`src/rtl/vnu_ext_accum.sv`:
```
// -----------------------------------------------------------------------------
// vnu_ext_accum
//
// Serial variable-node accumulator for the shuffled GLDPC VNU. One column is
// processed at a time: DEG check-to-variable messages are loaded one per beat
// (the channel LLR rides along with the first beat) while the a-posteriori sum
// is accumulated. The block then emits DEG extrinsic messages, one per beat,
// each equal to the sum minus that beat's own message. Results are saturated
// symmetrically to [-1023, +1023].
//
// The output feeds an 11-bit two's-complement to sign-magnitude converter,
// which has no code for -1024. For that reason the saturation clamps to
// -1023 instead of -1024.
//
// Ports
//   i_clk    : clock, rising edge.
//   i_rst_n  : asynchronous active-low reset.
//   i_llr    : channel LLR, sampled on the first accepted beat of a column.
//   i_msg    : check-to-variable message, one per accepted beat.
//   i_valid  : i_msg (and i_llr on beat 0) valid.
//   o_ready  : block accepts a message this cycle (LOAD phase only).
//   o_data   : extrinsic message for index o_idx.
//   o_idx    : message index 0..DEG-1 that o_data belongs to.
//   o_last   : high on the beat with index DEG-1.
//   o_app    : saturated a-posteriori sum, constant over a column.
//   o_hard   : sign of the unsaturated a-posteriori sum (1 = negative).
//   o_valid  : emit-side outputs valid.
//   i_ready  : downstream accepts the current output beat.
//
// DEG must lie in 2..15. ACC_W is sized so that the LLR plus DEG messages
// cannot overflow the accumulator.
// -----------------------------------------------------------------------------
module vnu_ext_accum #(
    parameter int DEG   = 4,
    parameter int ACC_W = 11 + $clog2(DEG + 1)
) (
    input  logic        i_clk,
    input  logic        i_rst_n,
    input  logic [10:0] i_llr,
    input  logic [10:0] i_msg,
    input  logic        i_valid,
    output logic        o_ready,
    output logic [10:0] o_data,
    output logic [3:0]  o_idx,
    output logic        o_last,
    output logic [10:0] o_app,
    output logic        o_hard,
    output logic        o_valid,
    input  logic        i_ready
);

    localparam int IDX_W = (DEG > 1) ? $clog2(DEG) : 1;
    localparam logic [IDX_W-1:0] LAST_IDX = IDX_W'(DEG - 1);
    localparam logic signed [ACC_W-1:0] POS_LIM = ACC_W'(1023);
    localparam logic signed [ACC_W-1:0] NEG_LIM = -POS_LIM;

    typedef enum logic {
        ST_LOAD = 1'b0,
        ST_EMIT = 1'b1
    } state_t;

    // Sign-extend an 11-bit two's-complement value to accumulator width.
    function automatic logic signed [ACC_W-1:0] sext11(input logic [10:0] v);
        sext11 = {{(ACC_W - 11){v[10]}}, v};
    endfunction

    // Symmetric saturation to 11 bits; -1024 (0x400) is never produced.
    function automatic logic [10:0] sat11(input logic signed [ACC_W-1:0] x);
        logic [10:0] r;
        if (x > POS_LIM) begin
            r = 11'h3FF;
        end else if (x < NEG_LIM) begin
            r = 11'h401;
        end else begin
            r = x[10:0];
        end
        sat11 = r;
    endfunction

    // Registered state
    state_t                   state_r;
    logic [IDX_W-1:0]         cnt_r;
    logic [IDX_W-1:0]         idx_r;
    logic signed [ACC_W-1:0]  acc_r;
    logic [10:0]              buf_r [0:DEG-1];
    logic                     o_ready_r;
    logic                     o_valid_r;
    logic [10:0]              o_data_r;
    logic                     o_last_r;
    logic [10:0]              o_app_r;
    logic                     o_hard_r;

    // Next-state values
    state_t                   state_s;
    logic [IDX_W-1:0]         cnt_s;
    logic [IDX_W-1:0]         idx_s;
    logic [IDX_W-1:0]         nidx_s;
    logic signed [ACC_W-1:0]  acc_s;
    logic signed [ACC_W-1:0]  sum_s;
    logic                     buf_we_s;
    logic                     ready_s;
    logic                     valid_s;
    logic [10:0]              data_s;
    logic                     last_s;
    logic [10:0]              app_s;
    logic                     hard_s;

    // Next-state and next-output logic for the LOAD/EMIT controller.
    always_comb begin
        state_s  = state_r;
        cnt_s    = cnt_r;
        idx_s    = idx_r;
        nidx_s   = idx_r;
        acc_s    = acc_r;
        sum_s    = acc_r;
        buf_we_s = 1'b0;
        ready_s  = o_ready_r;
        valid_s  = o_valid_r;
        data_s   = o_data_r;
        last_s   = o_last_r;
        app_s    = o_app_r;
        hard_s   = o_hard_r;

        case (state_r)
            ST_LOAD: begin
                // o_ready comes up one edge after reset release and stays up
                // until the final message of the column is taken.
                ready_s = 1'b1;
                if (i_valid && o_ready_r) begin
                    buf_we_s = 1'b1;
                    if (cnt_r == '0) begin
                        sum_s = sext11(i_llr) + sext11(i_msg);
                    end else begin
                        sum_s = acc_r + sext11(i_msg);
                    end
                    acc_s = sum_s;
                    if (cnt_r == LAST_IDX) begin
                        // Column complete: present extrinsic beat 0 right away.
                        // buffer[0] was written on an earlier beat (DEG >= 2).
                        cnt_s   = '0;
                        ready_s = 1'b0;
                        state_s = ST_EMIT;
                        valid_s = 1'b1;
                        idx_s   = '0;
                        last_s  = 1'b0;
                        data_s  = sat11(sum_s - sext11(buf_r[0]));
                        app_s   = sat11(sum_s);
                        hard_s  = sum_s[ACC_W-1];
                    end else begin
                        cnt_s = cnt_r + IDX_W'(1);
                    end
                end else begin
                    cnt_s = cnt_r;
                end
            end
            ST_EMIT: begin
                ready_s = 1'b0;
                if (o_valid_r && i_ready) begin
                    if (idx_r == LAST_IDX) begin
                        // Loop back: o_ready rises as o_valid falls.
                        valid_s = 1'b0;
                        last_s  = 1'b0;
                        ready_s = 1'b1;
                        state_s = ST_LOAD;
                    end else begin
                        nidx_s = idx_r + IDX_W'(1);
                        idx_s  = nidx_s;
                        data_s = sat11(acc_r - sext11(buf_r[nidx_s]));
                        last_s = (nidx_s == LAST_IDX);
                    end
                end else begin
                    idx_s = idx_r;
                end
            end
            default: begin
                state_s = ST_LOAD;
                ready_s = 1'b0;
                valid_s = 1'b0;
            end
        endcase
    end

    // Controller state, accumulator and registered outputs.
    always_ff @(posedge i_clk or negedge i_rst_n) begin
        if (!i_rst_n) begin
            state_r   <= ST_LOAD;
            cnt_r     <= '0;
            idx_r     <= '0;
            acc_r     <= '0;
            o_ready_r <= 1'b0;
            o_valid_r <= 1'b0;
            o_data_r  <= 11'h000;
            o_last_r  <= 1'b0;
            o_app_r   <= 11'h000;
            o_hard_r  <= 1'b0;
        end else begin
            state_r   <= state_s;
            cnt_r     <= cnt_s;
            idx_r     <= idx_s;
            acc_r     <= acc_s;
            o_ready_r <= ready_s;
            o_valid_r <= valid_s;
            o_data_r  <= data_s;
            o_last_r  <= last_s;
            o_app_r   <= app_s;
            o_hard_r  <= hard_s;
        end
    end

    // Message buffer: one entry per column position, written during LOAD.
    always_ff @(posedge i_clk or negedge i_rst_n) begin
        if (!i_rst_n) begin
            for (int i = 0; i < DEG; i++) begin
                buf_r[i] <= 11'h000;
            end
        end else if (buf_we_s) begin
            buf_r[cnt_r] <= i_msg;
        end
    end

    assign o_ready = o_ready_r;
    assign o_valid = o_valid_r;
    assign o_data  = o_data_r;
    assign o_idx   = 4'(idx_r);
    assign o_last  = o_last_r;
    assign o_app   = o_app_r;
    assign o_hard  = o_hard_r;

endmodule

```
`config.mk`:
```
export PLATFORM = sky130hd
export DESIGN_NAME = vnu_ext_accum
export DESIGN_NICKNAME = d
export VERILOG_FILES = /design/src/rtl/vnu_ext_accum.sv
export SDC_FILE = /design/constraint.sdc
export NUM_CORES = 1
export LEC_CHECK = 0
export CAP_MARGIN = 40
export CORE_UTILIZATION = 60
export CTS_CLUSTER_DIAMETER = 60
export DETAILED_ROUTE_END_ITERATION = 12
export PLACE_DENSITY = 0.82
export SYNTH_ARGS = -nofsm -noshare
export SYNTH_HDL_FRONTEND = slang
export SYNTH_SLANG_ARGS = --single-unit
```
`constraint.sdc`:
```
create_clock -name i_clk -period 6.55 [get_ports i_clk]
set_clock_uncertainty 0.15 [all_clocks]
set_input_delay 1.965 -clock i_clk [delete_from_list [all_inputs] [get_ports i_clk]]
set_output_delay 1.965 -clock i_clk [all_outputs]
set_load 0.02 [all_outputs]
```
==> impl_results.md <==
* Setup WS pre-CTS at -398 ps
* CTS tree: done
* Hold worst-path end: buf_r[4]$_DFFE_PN0P_
* Overflow after GRT at 0
* Synth async-reset ratio at 100%
* Leading area contributor after synthesis: dfrtp_1
* Die H at 109 microns
* Boundary Pins at 56
* Final WS setup at between 150 and 200 ps
* Synthesized area per cell at 9.10 sq um
* First-pass GRT wire length at 32100 microns
* Clock sinks at 89
* CTS Hold Bufs at 0
* Vias in the first global route at roughly 6400
* CP required at 6660 ps
* Die X at around 110 microns
* Main area contributors after synthesis: dfrtp_1, ha_1, mux2_2, nand2_1, mux4_2
* Commonest cells post-synth: nand2_1, dfrtp_1, ha_1
* Root Buffer: clkbuf_16
* Synthesized cell area at 6900 sq um
* # rows at 38
* Post-DRT Antenna Nets at 0
* Worst-path clk slew at 70 ps
* Arr. time, crit path at ~6500 ps
* Hold Path Origin: buf_r[4]$_DFFE_PN0P_
* Final wirelength at 20900 microns
* Status: finished, final reports clean
* Fillers at 759
* Hold Path Depth at 2
* Area Overhead vs Synth at 21.0%
* Post-route minimum period at between 6000 and 7000 ps
* Synth Register Bits at 89
* Crit. End Element: register
* Total die area at around 12000 sq um
* Wire per inst at 20.8 microns
* Remaining DRCs at 0
* Most frequent cell after synthesis: nand2_1
* Port buffer count at 53
* Initial antenna violation count at 1
* First-pass DRT Iterations at 5
* Largest net degree at the start of global routing at 60
* Area share of the largest cell type after synthesis at 32.3%
* DR iter-0 viols at approximately 600
* Area of the core at between 10000 and 15000 sq um
* Vias/cell at 6.50
* Initial Util at a little over three fifths
* Final Setup Violations at 0
* Crit Path Category: primary input to register
* Max Buffers Root-to-Sink at 2
* Final hold slack at 335 ps
* Final Hold Vio Count at 0
* Max_slew headroom at between 40% and 50%
* CTS HTree Levels at 3
* Sequential-to-total area share from yosys stat at approximately a third
* Maximum Capacitance Violations at 0
* Gp weighted congestion at around 1
* Worst Tran Pin Value at 770 ps
* Ys flop type: dfrtp_1
* Post-DP HPWL at between 15000 and 20000 microns
* Reg-to-Reg Start: idx_r[0]$_DFFE_PN0P_
* YS warnings at 0
* Hold WC Path Type: register to register
* R2R setup slack at 1660 ps
* Gate Count Post-Synth at 758
* Worst setup SP type: primary input
* Fin nets at roughly 950
* Total track usage at between 30% and 40%
* Worst r2r dst: o_data[6]$_DFFE_PN0P_
* Post-synthesis cell type count at 77
* Max Clock Freq at around 160 MHz
* Antenna Diode Count at 0
* Num CTS Buffers at 9
* Final period utilization at 97.6%
* Max Slew Vio Count at 0
* Layout cell share with drive strength beyond 1 at 18.4%
* CP Max Fanout at 7
* Via count at 6530
* Post-synth EDFFs at 0
* Clock Latency Late Sink at 360 ps
* FF-to-FF path depth at 16
## placed cells by master, fill, tap and decap left out, types with 4 or more instances in the layout
cell type | Yosys | layout
nand2_1 | 98 | 98
dfrtp_1 | 89 | 89
buf_4 | 2 | 70
ha_1 | 56 | 54
nor2_1 | 53 | 53
inv_1 | 51 | 51
clkdlybuf4s50_1 | 0 | 51
a21oi_1 | 44 | 43
mux2_2 | 36 | 36
o21ai_0 | 36 | 34
a211oi_1 | 22 | 21
xor2_1 | 17 | 17
nand3_1 | 15 | 15
xnor2_1 | 16 | 15
a21o_1 | 13 | 13
mux2i_1 | 11 | 11
nor3_1 | 12 | 11
mux4_2 | 10 | 10
o211ai_1 | 10 | 10
clkbuf_16 | 0 | 9
nand4_1 | 8 | 8
and3_1 | 7 | 7
nor2b_1 | 6 | 6
nor4_1 | 6 | 6
or3_1 | 6 | 6
nand2b_1 | 5 | 5
o22ai_1 | 5 | 5
and2_1 | 4 | 4
o21a_1 | 5 | 4
nor3b_1 | 4 | 4
a211o_1 | 4 | 4
a31oi_1 | 4 | 4
## final cells by class
| class | instances | area, sq um | share of cell area (%) |
|---|---|---|---|
| Clock inverter | 6 | 73.8 | 0.884 |
| Tap cell | 140 | 175 | 2.10 |
| Clock buffer | 10 | 239 | 2.86 |
| Multi-Input combinational cell | 586 | 4390 | 52.6 |
| Inverter | 51 | 191 | 2.29 |
| Timing Repair Buffer | 122 | 1050 | 12.6 |
| Sequential cell | 89 | 2230 | 26.7 |
## what timing repair did
item / in CTS / in global routing
cloned: 0 / 0
setup buffers: 0 / 1
pin swaps: 0 / 6
resized for setup: 1 / 13
setup endpoints to repair: 2 / 10
## kinds of logic (layout without fill, tap and decap cells)
kind of cell,Yosys count,after routing,synth area share [%]
compound gates,192,192,19.9
xor+xnor,33,33,4.19
fa+ha+maj,60,60,11.3
buf+inv,84,189,4.84
flops,89,89,32.3
mux,57,57,10.7
other cells,1,2,0.0544
simple gates,242,242,16.7
## worst max-delay path: stages
cell and delay, ps:
clkdlybuf4s50_1 600, ha_1 330, a21oi_1 200, and2_1 200, nand3_1 90, a311o_1 330, a311oi_1 340, inv_1 130
ha_1 310, and2_1 180, a221oi_1 270, buf_4 180, o221ai_1 130, xnor2_1 300, nand3_1 190, o211ai_2 260
buf_4 190, nand2_1 60, a211oi_1 260
## per-stage QoR
| step | TNS (ps) | std cells | util (%) | cell area (sq um) |
|---|---|---|---|---|
| 2_1_floorplan | 0 | 759 | - | 6900 |
| 3_3_place_gp | -1810 | 987 | 72.3 | 7970 |
| 3_5_place_dp | -3380 | 987 | 72.3 | 7970 |
| 4_1_cts | 0 | 1003 | 75.2 | 8290 |
| 5_1_grt | -349 | 1004 | 75.7 | 8350 |
| 6_report | 0 | 1004 | 75.7 | 8350 |
## flip-flops by register name, summed over array words and instances, names as in the netlist
name / flops
acc_r: 14
buf_r: 44
cnt_r: 2
idx_r: 2
o_app: 11
o_data: 11
o_hard: 1
o_last: 1
o_ready: 1
o_valid: 1
state_r: 1
## how the worst max path moves through the flow
| stage | from | to | slack, ps | depth (start not counted) |
|---|---|---|---|---|
| 2_1_floorplan | i_msg[0] | o_data[5]$_DFFE_PN0P_ | 410 | 18 |
| 3_3_place_gp | i_msg[0] | o_data[0]$_DFFE_PN0P_ | -200 | 17 |
| 3_5_place_dp | i_msg[0] | o_data[6]$_DFFE_PN0P_ | -400 | 18 |
| 4_1_cts | i_msg[0] | o_data[5]$_DFFE_PN0P_ | 60 | 18 |
| 5_1_grt | i_msg[1] | o_data[0]$_DFFE_PN0P_ | -60 | 17 |
| 6_report | i_msg[4] | o_data[3]$_DFFE_PN0P_ | 160 | 19 |
## layer usage
layer / GRT usage [%] / routed length [microns]
met1: 45.3 / 8410
met2: 59.3 / 9570
met3: 8.19 / 1760
met4: 19.6 / 1130
met5: 0 / 0
Power is left out: the tool's default activity adds up to more than one toggle a clock period on the data nets, which glitch-free logic cannot reach.
